--- config.mk ---
export PLATFORM = sky130hd
export DESIGN_NAME = wb_ram_slave_flat
export DESIGN_NICKNAME = d
export VERILOG_FILES = /design/src/rtl/wb_pkg.sv /design/src/rtl/wb_ram_slave_if.sv /design/src/rtl/wb_ram_slave.sv /design/src/flat_wrapper.sv
export SDC_FILE = /design/constraint.sdc
export NUM_CORES = 1
export LEC_CHECK = 0
export CAP_MARGIN = 25
export CORE_MARGIN = 3
export CORE_UTILIZATION = 31
export DETAILED_ROUTE_END_ITERATION = 7
export PLACE_DENSITY = 0.95
export SYNTH_ARGS = -nofsm -noshare
export SYNTH_HDL_FRONTEND = slang
export SYNTH_SLANG_ARGS = --single-unit
export TNS_END_PERCENT = 20
--- constraint.sdc ---
create_clock -name clk_i -period 5 [get_ports clk_i]
set_input_delay 0.75 -clock clk_i [delete_from_list [all_inputs] [get_ports clk_i]]
set_output_delay 0.75 -clock clk_i [all_outputs]
set_load 0.01 [all_outputs]
--- src/rtl/wb_pkg.sv ---
// Wishbone definitions shared by the on-chip Wishbone slaves.
// Holds the cycle-type codes and the common slave state encoding.
package wb_pkg;

    localparam logic [2:0] CTI_CLASSIC = 3'b000;
    localparam logic [2:0] CTI_INCR    = 3'b010;
    localparam logic [2:0] CTI_EOB     = 3'b111;

    typedef enum logic [1:0] {
        IDLE,
        ACK,
        BURST,
        ERR
    } wb_slv_state_t;

endpackage

--- src/rtl/wb_ram_slave_if.sv ---
// Wishbone B3 bus bundle between the interconnect (master) and the RAM front end (slave).
interface wb_ram_slave_if #(
    parameter int ADR_W = 8
) ();

    logic               wb_cyc_i;
    logic               wb_stb_i;
    logic               wb_we_i;
    logic [ADR_W+1:0]   wb_adr_i;
    logic [3:0]         wb_sel_i;
    logic [31:0]        wb_dat_i;
    logic [2:0]         wb_cti_i;
    logic [31:0]        wb_dat_o;
    logic               wb_ack_o;
    logic               wb_err_o;

    modport slave (
        input  wb_cyc_i, wb_stb_i, wb_we_i, wb_adr_i, wb_sel_i, wb_dat_i, wb_cti_i,
        output wb_dat_o, wb_ack_o, wb_err_o
    );

    modport master (
        output wb_cyc_i, wb_stb_i, wb_we_i, wb_adr_i, wb_sel_i, wb_dat_i, wb_cti_i,
        input  wb_dat_o, wb_ack_o, wb_err_o
    );

endinterface

--- src/rtl/wb_ram_slave.sv ---
// Wishbone slave front end for the 2^ADR_W x 32 byte-enable synchronous RAM.
// Hides the one-cycle RAM read latency and prefetches so incrementing bursts ack every cycle.
module wb_ram_slave
    import wb_pkg::*;
#(
    parameter int ADR_W = 8
) (
    input  logic               clk_i,
    input  logic               rst_n_i,
    wb_ram_slave_if.slave      wb,
    output logic               ram_we_o,
    output logic [ADR_W-1:0]   ram_adr_o,
    output logic [3:0]         ram_be_o,
    output logic [31:0]        ram_dat_o,
    input  logic [31:0]        ram_dat_i
);

    wb_slv_state_t      state_q, state_d;
    logic [ADR_W-1:0]   adr_q, adr_d;
    logic [ADR_W-1:0]   adr_word;
    logic [ADR_W-1:0]   adr_inc;
    logic               req;
    logic               aligned;
    logic               ack;
    logic               err;
    logic               we;
    logic [ADR_W-1:0]   adr_mux;

    assign req      = wb.wb_cyc_i & wb.wb_stb_i;
    assign aligned  = (wb.wb_adr_i[1:0] == 2'b00);
    assign adr_word = wb.wb_adr_i[ADR_W+1:2];
    assign adr_inc  = adr_q + ADR_W'(1);

    // NOTE: sequential state uses non-blocking assignments so every flop samples pre-edge values.
    always_ff @(posedge clk_i or negedge rst_n_i) begin
        if (!rst_n_i) begin
            state_q <= IDLE;
            adr_q   <= '0;
        end else begin
            state_q <= state_d;
            adr_q   <= adr_d;
        end
    end

    // NOTE: every output of this block gets a default first, so no latches are inferred.
    always_comb begin
        state_d = state_q;
        adr_d   = adr_q;
        ack     = 1'b0;
        err     = 1'b0;
        we      = 1'b0;
        adr_mux = adr_word;

        unique case (state_q)
            IDLE: begin
                if (req) begin
                    if (!aligned) begin
                        state_d = ERR;
                    end else begin
                        we      = wb.wb_we_i;
                        adr_d   = adr_word;
                        state_d = (wb.wb_cti_i == CTI_INCR) ? BURST : ACK;
                    end
                end
            end
            ACK: begin
                adr_mux = adr_q;
                ack     = req;
                state_d = IDLE;
            end
            BURST: begin
                // Writes land on the current beat; reads look one word ahead for the next beat.
                adr_mux = wb.wb_we_i ? adr_q : adr_inc;
                if (req) begin
                    ack   = 1'b1;
                    we    = wb.wb_we_i;
                    adr_d = adr_inc;
                    if (wb.wb_cti_i != CTI_INCR) begin
                        state_d = IDLE;
                    end
                end else begin
                    state_d = IDLE;
                end
            end
            ERR: begin
                err     = req;
                state_d = IDLE;
            end
            default: state_d = IDLE;
        endcase

        // The RAM-side outputs decode live bus inputs, so hold them quiet while reset is asserted.
        if (!rst_n_i) begin
            we      = 1'b0;
            adr_mux = '0;
        end
    end

    assign ram_we_o    = we;
    assign ram_adr_o   = adr_mux;
    assign ram_be_o    = wb.wb_sel_i;
    assign ram_dat_o   = wb.wb_dat_i;

    assign wb.wb_ack_o = ack;
    assign wb.wb_err_o = err;
    assign wb.wb_dat_o = (ack && !wb.wb_we_i) ? ram_dat_i : '0;

endmodule

--- src/flat_wrapper.sv ---
// flat-port wrapper written by rule: the top's interface ports become plain ports
module wb_ram_slave_flat import wb_pkg::*;
#(
    parameter int ADR_W = 8
)
  (clk_i, rst_n_i, ram_we_o, ram_adr_o, ram_be_o, ram_dat_o, ram_dat_i, wb_wb_cyc_i, wb_wb_stb_i, wb_wb_we_i, wb_wb_adr_i, wb_wb_sel_i, wb_wb_dat_i, wb_wb_cti_i, wb_wb_dat_o, wb_wb_ack_o, wb_wb_err_o);
  wb_ram_slave_if #(.ADR_W(ADR_W)) wb_i ();
  input  logic clk_i;
  input  logic rst_n_i;
  output logic ram_we_o;
  output logic [ADR_W-1:0] ram_adr_o;
  output logic [3:0] ram_be_o;
  output logic [31:0] ram_dat_o;
  input  logic [31:0] ram_dat_i;
  input wire logic [$bits(wb_i.wb_cyc_i)-1:0] wb_wb_cyc_i;
  input wire logic [$bits(wb_i.wb_stb_i)-1:0] wb_wb_stb_i;
  input wire logic [$bits(wb_i.wb_we_i)-1:0] wb_wb_we_i;
  input wire logic [$bits(wb_i.wb_adr_i)-1:0] wb_wb_adr_i;
  input wire logic [$bits(wb_i.wb_sel_i)-1:0] wb_wb_sel_i;
  input wire logic [$bits(wb_i.wb_dat_i)-1:0] wb_wb_dat_i;
  input wire logic [$bits(wb_i.wb_cti_i)-1:0] wb_wb_cti_i;
  output wire logic [$bits(wb_i.wb_dat_o)-1:0] wb_wb_dat_o;
  output wire logic [$bits(wb_i.wb_ack_o)-1:0] wb_wb_ack_o;
  output wire logic [$bits(wb_i.wb_err_o)-1:0] wb_wb_err_o;
  assign wb_i.wb_cyc_i = wb_wb_cyc_i;
  assign wb_i.wb_stb_i = wb_wb_stb_i;
  assign wb_i.wb_we_i = wb_wb_we_i;
  assign wb_i.wb_adr_i = wb_wb_adr_i;
  assign wb_i.wb_sel_i = wb_wb_sel_i;
  assign wb_i.wb_dat_i = wb_wb_dat_i;
  assign wb_i.wb_cti_i = wb_wb_cti_i;
  assign wb_wb_dat_o = wb_i.wb_dat_o;
  assign wb_wb_ack_o = wb_i.wb_ack_o;
  assign wb_wb_err_o = wb_i.wb_err_o;
  wb_ram_slave #(.ADR_W(ADR_W)) u_core (.clk_i(clk_i), .rst_n_i(rst_n_i), .wb(wb_i), .ram_we_o(ram_we_o), .ram_adr_o(ram_adr_o), .ram_be_o(ram_be_o), .ram_dat_o(ram_dat_o), .ram_dat_i(ram_dat_i));
endmodule
==> run metrics <==
headroom to the max-slew limit=slightly above 50%; Max Cap Viol=0; DP HPWL=3720 um; # DRC=0; kind of capture point of the worst setup path=output port; vias per inst=around 5.0; Clock Latency Late Sink=240 ps; TNS Setup=0 ps; Core Area=4530 um^2; largest net degree at the start of global routing=33; starting utilization of the core area=~33%; H-tree depth=1; portion of total power attributed to combinational logic=between 60 and 70%; final hold violations=0; area share of the largest cell type after synthesis=around 18%; TritonCTS clock tree=done; clock sinks=10; path category of the worst min-delay check=register to register; Finished Cell Area=approximately 2300 um^2; initial antenna violation count=0; total net switching power=about 380 uW; total number of nets in the final design=about 350; Detail Route Antenna Nets=0; yosys synthesis warning count=0; routed wire length=between 4000 and 5000 um; number of hold buffers added after cts=0; GRT overflow=0; register bit total from synthesis=10; deepest clock path buffer count=2; Post-Syn Area=approximately 1500 um^2; post-synthesis instance total=201; run status=completed; critical path type=register to output port; actual slew at the worst max-slew pin=roughly 730 ps; Total GRT Usage=around 16%; # diodes=0; net count after synthesis=approximately 290; Top Family by Delay on Critical Path=simple AND/OR/NAND/NOR gates; wire length of the first global-routing pass=~7100 um; reg2reg setup slack=around 2800 ps; mean cell area of the mapped netlist=between 7 and 8 um^2; post-detailed-route wirelength per cell=between 15 and 20 um; slowest stage cell, crit path=ha_1; most common cell after layout, fill and taps aside=clkdlybuf4s50_1; area taken by multi-input logic gates=around 930 um^2; final count of negative-setup-slack endpoints=0; cts bufs inserted=3; fraction of power consumed by sequential logic=roughly a fifth; share of layout cells above drive strength 1=between 3 and 4%; vertical die dimension=75.9 um; I/O Pins=~170; via count=between 1500 and 2000; crit share post-route=between 70% and 80%; most used cells in the layout excluding fill and tap cells=clkdlybuf4s50_1 (92), and2_1 (34), o21ai_0 (16); number of pins exceeding their max-slew limit in the final report=0; most area-hungry cell type in the Yosys netlist=buf_4; synthesis-to-finish area growth=48.8%; Row Count=24; IR Drop Worst-Case VDD=0.000140 V; Post-CTS Setup Bufs=0; chip width=75.9 um; Lkg Pwr=~0.88 nW; crit path launch type=register; Power Density=roughly 380 nW/um^2; area of the die=5760 um^2; Data arrival, critical path=between 3000 and 4000 ps; number of global-route vias before repair=around 1500; biggest area contributors in the synthesized netlist=buf_4 (18%), dfrtp_1 (17%), and2_1 (14%), o21ai_0 (5.3%), ha_1 (5.0%); Max FO, Critical Path=19; switching portion of total power=45.2%; clock transition at the registers of the reported paths=roughly 50 ps; Worst EP required=approximately 4300 ps; internal power summed over all cells=~460 uW; Port Buffers=92; share of total power in the clock network=between 10% and 20%; Reg area=~250 um^2; post-synthesis cell type count=39; post-layout min period=3780 ps; number of cells upsized or downsized after cts=0; DRC marker count from the first detailed-route iteration=about 120; clock skew after layout=1.03 ps; Final GP Congestion=approximately 0.85; Worst path max stage delay=about 600 ps; cell chosen for the clock root=clkbuf_8; Filler Cell Count=415; Buf/Inv on CP=2; sequential fraction of the synthesis area=16.5%; first drt pass iteration count=4; setup repair after global routing missed its margin=no; Post-DP Area=2200 um^2; maximum clock frequency=roughly 260 MHz; critical path, cell by cell=inv_1 > ha_1 > nand2b_1 > or3b_2 > a31oi_1 > clkdlybuf4s50_1
-- per-stage QoR --
| step | utilization (%) | setup slack, ps | std cells | total power [mW] | hold WS [ps] |
|---|---|---|---|---|---|
| after detailed placement | 48.5 | 1370 | 313 | 0.737 | 551 |
| final | 49.7 | 1220 | 317 | 0.845 | 558 |
| after CTS | 49.7 | 1250 | 317 | 0.844 | 564 |
| after floorplan | - | 2510 | 201 | 0.539 | 454 |
| after global placement | 48.5 | 1390 | 313 | 0.714 | 534 |
| after global routing | 49.7 | 994 | 317 | 0.916 | 628 |
-- metal layers --
metal | routed length (um) | global-route usage [%] | share of wire [%]
met2 | 2520 | 29.4 | 53
met1 | 1900 | 19.0 | 40
met5 | 0 | 0 | 0
met3 | 316 | 2.37 | 6.6
met4 | 27 | 3.50 | 0.57
-- power by group through the flow --
stage	Sequential, mW	Combinational [mW]	Clock, mW
after CTS	0.175	0.563	0.106
final	0.177	0.564	0.104
after detailed placement	0.177	0.560	0
after global placement	0.172	0.542	0
after global routing	0.184	0.620	0.112
after floorplan	0.155	0.384	0
-- cell type report --
type	instances	share of cell area, %
sequential	10	11.1
multi-input combinational	142	41.1
timing repair buffer	93	41.2
clock buffer	4	2.44
inverter	3	0.500
tap	65	3.61
-- Yosys cell counts, drive strengths merged --
library cell / number
buf: 39
and2: 34
o21ai: 16
nand2: 12
a21oi: 10
dfrtp: 10
clkbuf: 7
a31oi: 6
ha: 6
nand3: 6
nor2: 6
or3: 5
and3: 4
mux2i: 4
a21o: 3
inv: 3
nor3: 3
o211a: 3
o211ai: 3
o22ai: 3
a221o: 2
nand3b: 2
nor2b: 2
or3b: 2
a22oi: 1
a41oi: 1
and4: 1
mux2: 1
nand2b: 1
nand4: 1
nor3b: 1
o311a: 1
o31ai: 1
o32ai: 1
-- flip-flops by register name, indices dropped and copies added (netlist names) --
register	flops
u_core.state_q	2
u_core.adr_q	8
-- final timing paths --
path                                   startpoint         endpoint  cells after the start
worst max-delay path            u_core.state_q[0]     ram_adr_o[2]                      6
worst min-delay path              u_core.adr_q[1]  u_core.adr_q[1]                      2
worst max register to register  u_core.state_q[0]  u_core.adr_q[4]                      6
worst min register to register    u_core.adr_q[1]  u_core.adr_q[1]                      2
max in group asynchronous                 rst_n_i  u_core.adr_q[4]                      1
min in group asynchronous                 rst_n_i  u_core.adr_q[6]                      1
-- cell families after synthesis --
logic type,Yosys count,share of synthesized area (%)
AO/OA/AOI/OAI,51,21.7
adder cells (fa/ha/maj),6,4.96
buffers and inverters,49,22.2
flip-flops,10,16.5
multiplexers,5,3.39
AND/OR/NAND/NOR,80,31.2
-- tightest hold or removal path, stage by stage, from the launching register on --
cell and delay [ps]:
dfrtp_1 400, nand2_1 60, o21ai_0 70
Power figures use the tool's default switching activity.
